===== config.mk =====
export PLATFORM = sky130hd
export DESIGN_NAME = seg_scan_ctrl
export DESIGN_NICKNAME = d
export VERILOG_FILES = /design/src/rtl/seg_pkg.sv /design/src/rtl/seg_rr_arb.sv /design/src/rtl/seg_scan_ctrl.sv
export SDC_FILE = /design/constraint.sdc
export NUM_CORES = 1
export LEC_CHECK = 0
export ABC_AREA = 1
export BUFFER_PORTS_ARGS = -buffer_cell sky130_fd_sc_hd__buf_2
export CAP_MARGIN = 20
export CORE_ASPECT_RATIO = 1.5
export CORE_MARGIN = 4
export CORE_UTILIZATION = 55
export DETAILED_ROUTE_END_ITERATION = 16
export GPL_ROUTABILITY_DRIVEN = 1
export PLACE_DENSITY = 0.84
export SETUP_SLACK_MARGIN = 0.2
export SYNTH_ARGS = -nofsm -noshare
export SYNTH_HDL_FRONTEND = slang
export SYNTH_SLANG_ARGS = --single-unit

===== constraint.sdc =====
create_clock -name clk -period 2.9 [get_ports clk]
set_input_delay 0.145 -clock clk [delete_from_list [all_inputs] [get_ports clk]]
set_output_delay 0.145 -clock clk [all_outputs]
set_load 0.01 [all_outputs]

===== src/rtl/seg_pkg.sv =====
// seg_pkg: shared digit count, digit-entry type and hex-to-segment lookup for the scan controller
package seg_pkg;
  localparam int NUM_DIGITS = 8;
  typedef struct packed {
    logic       en;
    logic       dp;
    logic [3:0] nib;
  } digit_t;
  function automatic logic [7:0] hex_seg(input logic [3:0] n);
    case (n)
      4'h0: return 8'hFC;
      4'h1: return 8'h60;
      4'h2: return 8'hDA;
      4'h3: return 8'hF2;
      4'h4: return 8'h66;
      4'h5: return 8'hB6;
      4'h6: return 8'hBE;
      4'h7: return 8'hE0;
      4'h8: return 8'hFE;
      4'h9: return 8'hF6;
      4'hA: return 8'hEE;
      4'hB: return 8'h3E;
      4'hC: return 8'h9C;
      4'hD: return 8'h7A;
      4'hE: return 8'h9E;
      default: return 8'h8E;
    endcase
  endfunction
  function automatic logic [7:0] digit_seg(input digit_t d);
    logic [7:0] h;
    h = hex_seg(d.nib);
    return d.en ? {~h[7:1], ~d.dp} : 8'hFF;
  endfunction
endpackage


===== src/rtl/seg_rr_arb.sv =====
// seg_rr_arb: 2-way round-robin grant (req/gnt bit 0 = r0, bit 1 = r1), grants forced low during rst
module seg_rr_arb
  import seg_pkg::*;
(
  input  logic       clk,
  input  logic       rst,
  input  logic [1:0] req,
  output logic [1:0] gnt
);
  logic prio_q, prio_d;
  always_comb begin
    gnt[0] = !rst && req[0] && (!req[1] || !prio_q);
    gnt[1] = !rst && req[1] && (!req[0] || prio_q);
    prio_d = gnt[0] ? 1'b1 : gnt[1] ? 1'b0 : prio_q;
  end
  always_ff @(posedge clk or posedge rst)
    if (rst) prio_q <= 1'b0;
    else     prio_q <= prio_d;
endmodule


===== src/rtl/seg_scan_ctrl.sv =====
// seg_scan_ctrl: 8-digit multiplexed 7-seg driver; two writers (rX_valid/ready/idx/data/dp/en) fill the digit buffer, seg_o/an_o/scan_idx scan it
module seg_scan_ctrl
  import seg_pkg::*;
#(
  parameter int SCAN_DIV  = 50000,
  parameter int BLANK_CYC = 2
) (
  input  logic       clk,
  input  logic       rst,
  input  logic       r0_valid,
  output logic       r0_ready,
  input  logic [2:0] r0_idx,
  input  logic [3:0] r0_data,
  input  logic       r0_dp,
  input  logic       r0_en,
  input  logic       r1_valid,
  output logic       r1_ready,
  input  logic [2:0] r1_idx,
  input  logic [3:0] r1_data,
  input  logic       r1_dp,
  input  logic       r1_en,
  output logic [7:0] seg_o,
  output logic [7:0] an_o,
  output logic [2:0] scan_idx
);
  localparam int CW = $clog2(SCAN_DIV);
  logic [1:0]    gnt;
  logic [CW-1:0] cnt_q, cnt_d;
  logic [2:0]    idx_q, idx_d;
  logic [7:0]    seg_q, seg_d, an_q, an_d;
  logic          blank, wrap;
  digit_t        buf_q [NUM_DIGITS];
  digit_t        buf_d [NUM_DIGITS];
  seg_rr_arb u_arb (
    .clk (clk),
    .rst (rst),
    .req ({r1_valid, r0_valid}),
    .gnt (gnt)
  );
  assign r0_ready = gnt[0];
  assign r1_ready = gnt[1];
  // Outputs are decoded from next-state values so the registered pins line up
  // with the prescaler phase and a buffer write shows on the very next cycle.
  always_comb begin
    wrap  = cnt_q == CW'(SCAN_DIV - 1);
    cnt_d = wrap ? '0 : cnt_q + 1'b1;
    idx_d = wrap ? idx_q + 3'd1 : idx_q;
    buf_d = buf_q;
    if (gnt[0])      buf_d[r0_idx] = {r0_en, r0_dp, r0_data};
    else if (gnt[1]) buf_d[r1_idx] = {r1_en, r1_dp, r1_data};
    blank = cnt_d < CW'(BLANK_CYC);
    an_d  = blank ? 8'hFF : ~(8'd1 << idx_d);
    seg_d = blank ? 8'hFF : digit_seg(buf_d[idx_d]);
  end
  always_ff @(posedge clk or posedge rst)
    if (rst) begin
      cnt_q <= '0;
      idx_q <= '0;
      seg_q <= 8'hFF;
      an_q  <= 8'hFF;
      buf_q <= '{default: '0};
    end else begin
      cnt_q <= cnt_d;
      idx_q <= idx_d;
      seg_q <= seg_d;
      an_q  <= an_d;
      buf_q <= buf_d;
    end
  assign seg_o    = seg_q;
  assign an_o     = an_q;
  assign scan_idx = idx_q;
endmodule


==> impl_metrics.toml, run 1 <==
[status]
status = "complete, but fails checks"
violations = "hold timing"

[routing]
viasPerCell = 5.61
antenna_left = 0
drc_errors = 0
first_iter_violations = 648
wl_per_cell_um = 15.9
vias = 5726
dr.pass1.iters = 6
drt-total-wl_mm = 16.2

[global_routing]
antenna_found_initial = 0
grt_first_pass_wirelength_mm = 26.7
grtUsageTotal = 0.275
grt_max_degree = 85
grt_pass1_vias = 5557
grt_overflow = 0

[pwr]
p_leak_nw = 3.46
ir_drop_uv = 333
p_total_mw = 3.75
p_per_area_nw_per_um2 = 581

[clock_tree]
cts_max_level = 3
cts_tree = "done"
cts_root_buf = "clkbuf_16"
path_clk_slew_ns = 0.06
numCtsBuffers = 9
clkSinkCount = 84
worstSkewPairLatency_ns = 0.35
cts_max_path_buffers = 2

[sta]
worst_pin_slew_ns = 0.561
setup_viol = 0
period_needed_ns = 2.54
setup_slack_ns = 0.356
drv_slew = 0
fmax_mhz = 393
finalHoldWorstSlack_ns = -0.0167
fin_tns_setup_ns = 0
fin_crit_sh = 0.877
skew_ns = 0.00790
rsz0062_at_grt = "no"
finalHoldViolations = 12
relSlewSlack = 0.626

[yosys]
syn_inst = 851
synth_most_common_cell = "nand2_1"
synth-edff-count = 0
ys_top_cells_by_area = "dfrtp_1 (30%), nand2_1 (17%), nand3_1 (9.1%), inv_1 (7.5%), dfstp_2 (7.4%)"
yosysWarnings = 0
synthArstFlopShare = 1.00
synthDistinctLibCells = 35
syn_area_um2 = 5680
synth_nets = 881
yosysTopAreaCellShare = 0.299
synth_common_cells = "nand2_1 (262), inv_1 (114), nand3_1 (103), nor2_1 (90), dfrtp_1 (68)"
synth_largest_area_cell = "dfrtp_1"
ys_ff_latch = 84
postSynthAreaPerCell_um2 = 6.68
synth-main-ff-cell = "dfrtp_1"
yosysSeqAreaShare = 0.373

[worst_setup_path]
path_class = "register to register"
path_max_fanout = 11
r2r_cells = 16
cp_num_buf_inv = 1
cp-start-kind = "register"
path_cells = "ha_1 > nand3_4 > nor2_4 > nand2_2 > nand2_2 > nand2_8 > buf_4 > nand2_4 > nor2_1 > nor2_2 > nand3_4 > nand2_4 > nand3_1 > nand2_1 > nand2_1 > nand2_1"
arrival_ns = 2.83
critPathCaptureType = "register"
crit_cells = 16
cpMaxStageDelayCell = "dfrtp_1"
crit_top_cell = "nand2_1"
required_ns = 3.18
crit_family = "simple AND/OR/NAND/NOR gates"
max_stage_delay_ns = 0.38

[layout]
fill_cells = 923
nets = 928
drive_gt1_frac = 0.173
syn_to_final_growth_pct = 13.4
final-instance-count-excl-fill = 1020
n_antenna_cell = 0
final_util = 0.636

[placement]
place_ws_ns = 0.278
dp_hpwl_mm = 11.7
portBuffers = 42
dp.cells = 1000
gp_congestion = 0.933

[die]
std_cell_rows = 45
die_x_um = 91.0
core-area_um2 = 10100
die_h_um = 133
die_area_um2 = 12100
ioPinCount = 43
initial_core_util = 0.561

[worst_hold_path]
min_path_type = "input pin to async pin"

[run]
maxCapViolations = 0
[where the power goes]
part | switching [mW] | total, mW | leakage [nW] | internal [mW]
Combinational | 0.709 | 1.08 | 2.32 | 0.373
Sequential | 0.0964 | 1.53 | 0.997 | 1.43
Clock | 0.489 | 1.14 | 0.138 | 0.650
Total | 1.30 | 3.75 | 3.46 | 2.45
[per-stage QoR]
stage | hold WS [ns] | cell area, µm²
CTS | 0.158 | 6310
finish | -0.0167 | 6450
global placement | 0.452 | 6020
detailed placement | 0.466 | 6020
global route | 0.0419 | 6450
floorplan | 0.207 | 5690
[worst reg2reg max path: stages (launching register included)]
cell and delay (ns):
dfrtp_1 0.38, ha_1 0.24, nand3_4 0.15, nor2_4 0.18, nand2_2 0.13, nand2_2 0.13, nand2_8 0.09, buf_4 0.18
nand2_4 0.13, nor2_1 0.08, nor2_2 0.16, nand3_4 0.14, nand2_4 0.15, nand3_1 0.12, nand2_1 0.08, nand2_1 0.06
nand2_1 0.09
[path summary, 6_finish.rpt]
path / startpoint / to / slack (ns)
max: cnt_q[0] / seg_o[1] / 0.36
min: rst / u_arb.prio_q / -0.02
max reg2reg: cnt_q[0] / seg_o[1] / 0.36
min reg2reg: cnt_q[0] / cnt_q[0] / 0.48
max in group asynchronous: rst / seg_o[0] / 2.22
min in group clk: r0_data[0] / buf_q[18] / 0.16
[placed cells by master, fill, tap and decap left out, types with 3 or more instances in the layout]
master     synthesis  routed
nand3_1          103     102
nor2_1            90      86
nor3_1             4       4
nand2_1          262     256
clkbuf_16          0       9
inv_1            114     113
nand4_1            6       6
o22ai_1            5       5
nor2_4             6      11
a32oi_1            3       3
buf_2             12      42
nand2_4            3       5
a21oi_1           24      24
o211ai_1          21      21
nand3_2            6       6
dfrtp_1           68      68
o21ai_0           39      39
dfstp_2           16      16
inv_2             10      10
clkbuf_8           0       3
ha_1               8       8
nor2_2             7       6
buf_4              3      18
nand2_2           16      19
xor2_1             3       3
[timing repair]
item	in CTS	in global routing
hold buffers	0	0
setup buffers	0	3
resized for setup	0	22
setup endpoints to repair	0	7
[flip-flops by register name (all words and copies together), names as in the netlist]
signal        cells
an_o              8
u_arb.prio_q      1
cnt_q            16
scan_idx          3
seg_o             8
buf_q            48
[area by class of cell]
class	count	area, µm²	share of cell area
clock inverter	3	20.0	0.00310
inverter	124	468	0.0726
tap	117	146	0.0227
sequential	84	2120	0.329
multi-input combinational	617	3040	0.471
timing repair buffer	62	385	0.0598
clock buffer	13	270	0.0419
[kinds of logic (layout without fill, tap and decap cells)]
| group | count (synthesis) | after routing | synth area share |
|---|---|---|---|
| AOI/OAI and AO/OA | 93 | 93 | 0.0947 |
| adders and majority gates | 8 | 8 | 0.0176 |
| buffers and inverters | 150 | 202 | 0.108 |
| DFF | 84 | 84 | 0.373 |
| and+or+nand+nor | 511 | 511 | 0.399 |
| xor gates and xnor gates | 4 | 4 | 0.00616 |
| muxes | 1 | 1 | 0.00176 |
[layer usage]
metal  wire, µm  GRT usage  vias up
met4        937      0.163        0
li1           -          -     2787
met3       1110     0.0387       75
met2       8200      0.475      252
met1       5990      0.322     2612
met5          0          0        -
Power figures use the tool's default switching activity.
==> run 2: changes to the inputs <==
--- a/config.mk
+++ b/config.mk
@@ -5,7 +5,6 @@
 export SDC_FILE = /design/constraint.sdc
 export NUM_CORES = 1
 export LEC_CHECK = 0
-export ABC_AREA = 1
 export BUFFER_PORTS_ARGS = -buffer_cell sky130_fd_sc_hd__buf_2
 export CAP_MARGIN = 20
 export CORE_ASPECT_RATIO = 1.5
@@ -13,7 +12,7 @@
 export CORE_UTILIZATION = 55
 export DETAILED_ROUTE_END_ITERATION = 16
 export GPL_ROUTABILITY_DRIVEN = 1
-export PLACE_DENSITY = 0.84
+export PLACE_DENSITY = 0.85
 export SETUP_SLACK_MARGIN = 0.2
 export SYNTH_ARGS = -nofsm -noshare
 export SYNTH_HDL_FRONTEND = slang
==> run 2 against run 1 <==
Against the previous run: the flow finishes with violations (setup timing); non-clock buffer count rose by 68; fmax decreased by 13%; global-route usage up 2.3 points; core utilization increased by 12 points; combinational power about the same; critical path depth down 3; via count is 18% lower; sequential share of layout area up 0.22 points; clock power rose by 18%; final area fell by 0.68%; critical endpoint is now seg_o[4]; largest cell class unchanged; highest routed layer unchanged.
==> impl_metrics.toml, run 2 <==
[clock_tree]
worstSkewPairLatency_ns = 0.35
numCtsBuffers = 9
hold_buffers = 0
cts_tree = "done"
path_clk_slew_ns = 0.06
cts_root_buf = "clkbuf_16"
cts_max_path_buffers = 2
cts_max_level = 3
clkSinkCount = 84

[die]
die_h_um = 123
die_area_um2 = 10400
die_x_um = 84.7
core-area_um2 = 8520
initial_core_util = 0.570
std_cell_rows = 41
ioPinCount = 43

[pwr]
intPower_mw = 2.77
p_total_mw = 3.99
p_leak_nw = 2.84
swShare = 0.306
combinationalPowerShare = 0.278
switching_power_mw = 1.22
p_per_area_nw_per_um2 = 622
seqPwrFrac = 0.382
share_clk_of_total_power = 0.339
ir_drop_uv = 391

[yosys]
synth_xor_area_frac = 0.0325
synth-main-ff-cell = "dfrtp_1"
ys_ff_latch = 84
synth-simple-area-share = 0.257
synthArstFlopShare = 1.00
synth_fa_ha_area_frac = 0.0206
synth-edff-count = 0
syn_area_um2 = 4850
ys_top_cells_by_area = "dfrtp_1 (35%), dfstp_2 (8.7%), nand2_1 (4.3%), nor2_1 (3.9%), a22oi_1 (3.1%)"
yosysTopAreaCellShare = 0.351
yosysSeqAreaShare = 0.437
syn_inst = 524
synth_compound_area_frac = 0.150
synth_largest_area_cell = "dfrtp_1"
yosysWarnings = 0
synth_common_cells = "dfrtp_1 (68), nand2_1 (56), nor2_1 (51), nand3_1 (24), nor3_1 (23)"
synth_most_common_cell = "dfrtp_1"
synth_top_family_by_area = "simple AND/OR/NAND/NOR gates"
synth_nets = 554
synthMuxAreaShare = 0.0449
synthDistinctLibCells = 68
postSynthAreaPerCell_um2 = 9.26

[layout]
final-instance-count-excl-fill = 739
largest_reg_flops = 48
syn_to_final_growth_pct = 32.0
reg_top3 = "buf_q: 48 flops, cnt_q: 16 flops"
n_antenna_cell = 0
final_common_cell = "buf_4"
final_cell_mix = "buf_4 (79), dfrtp_1 (68), nand2_1 (55)"
final_area_um2 = 6400
nets = 657
top_register = "buf_q"
drive_gt1_frac = 0.364

[worst_setup_path]
path_class = "register to register"
required_ns = 3.17
path_max_fanout = 5
critPathCaptureType = "register"
cp-start-kind = "register"
reg2reg_from = "u_arb.prio_q"
arrival_ns = 3.18
crit_start = "u_arb.prio_q"

[sta]
fin_tns_setup_ns = -0.0188
skew_ns = 0.00671
fmax_mhz = 343
finalHoldWorstSlack_ns = 0.0709
setup_viol = 1
rsz0062_at_grt = "yes"
setup_slack_ns = -0.0188
relSlewSlack = 0.625
drv_slew = 0
period_needed_ns = 2.92
worst_pin_slew_ns = 0.558
finalHoldViolations = 0
fin_crit_sh = 1.01

[global_routing]
grt_pass1_vias = 4681
grtUsageTotal = 0.298
antenna_found_initial = 0
grt_max_degree = 85
grt_first_pass_wirelength_mm = 24.0
grt_overflow = 0

[status]
violations = "setup timing"
status = "complete, but fails checks"

[routing]
wl_per_cell_um = 20.7
viasPerCell = 6.34
dr.pass1.iters = 5
first_iter_violations = 454
vias = 4684
antenna_left = 0
drc_errors = 0
drt-total-wl_mm = 15.3

[placement]
portBuffers = 42
dp.cells = 714
gp_congestion = 0.937
dp_hpwl_mm = 10.9
dpl-instance-area_um2 = 5700

[run]
maxCapViolations = 0

[worst_hold_path]
min_path_type = "input pin to async pin"
==> run 2: cells by family after synthesis <==
kind of cell,count (synthesis)
flip-flops,84
AO/OA/AOI/OAI,99
XOR/XNOR,15
adder cells (fa/ha/maj),8
AND/OR/NAND/NOR,239
multiplexers,18
buffers and inverters,61
==> run 2: area by class of cell <==
cell class,instances,area (µm²)
multi-input combinational,379,2750
inverter,23,92.6
fill,598,2110
tap,107,134
sequential,84,2120
clock inverter,7,124
clock buffer,9,225
timing repair buffer,130,956
==> run 2: critical path, cell delays in order (launching register included) <==
cell and delay (ns):
dfrtp_1 0.42, nor2b_2 0.08, buf_4 0.16, nor3_4 0.27, buf_6 0.14, nor2_1 0.06
nand2_1 0.14, nand2_2 0.10, mux4_2 0.49, mux2_4 0.34, ha_4 0.17, mux2_4 0.25
mux2i_1 0.14, nand2_1 0.07
==> run 2: metal layers <==
layer  routed length, µm  part of all wire  up-vias  GRT usage
met5                   0                 0        -          0
li1                    -                 -     2115          -
met4                1180             0.077        0      0.196
met2                7980              0.52      255      0.529
met1                5110              0.33     2229      0.316
met3                1060             0.069       85     0.0640
==> run 2: timing repair <==
action	in CTS	in global routing
gates resized for setup	25	25
endpoints found under the setup margin	14	16
pin swaps	10	11
setup buffers	4	4
==> run 2: power by group through the flow <==
stage	Clock [mW]	Combinational [mW]	Sequential, mW
6_report	1.35	1.11	1.52
5_1_grt	1.40	1.21	1.55
4_1_cts	1.35	1.03	1.52
3_5_place_dp	0	0.971	1.54
3_3_place_gp	0	0.955	1.53
2_1_floorplan	0	0.604	1.55
==> run 2: final timing paths <==
| kind | to | slack, ns | cells past startpoint |
|---|---|---|---|
| worst min register to register | buf_q[26] | 0.48 | 2 |
| worst max register to register | seg_o[4] | -0.02 | 13 |
| worst min-delay path | buf_q[38] | 0.07 | 4 |
| min in group clk | u_arb.prio_q | 0.17 | 4 |
| max in group asynchronous | an_o[3] | 2.14 | 5 |
| worst max-delay path | seg_o[4] | -0.02 | 13 |
==> run 2: metrics by stage <==
step | utilization | setup slack (ns)
floorplan | - | 0.0813
global placement | 0.670 | -0.205
detailed placement | 0.670 | -0.244
CTS | 0.730 | -0.0549
global route | 0.752 | -0.135
finish | 0.752 | -0.0188
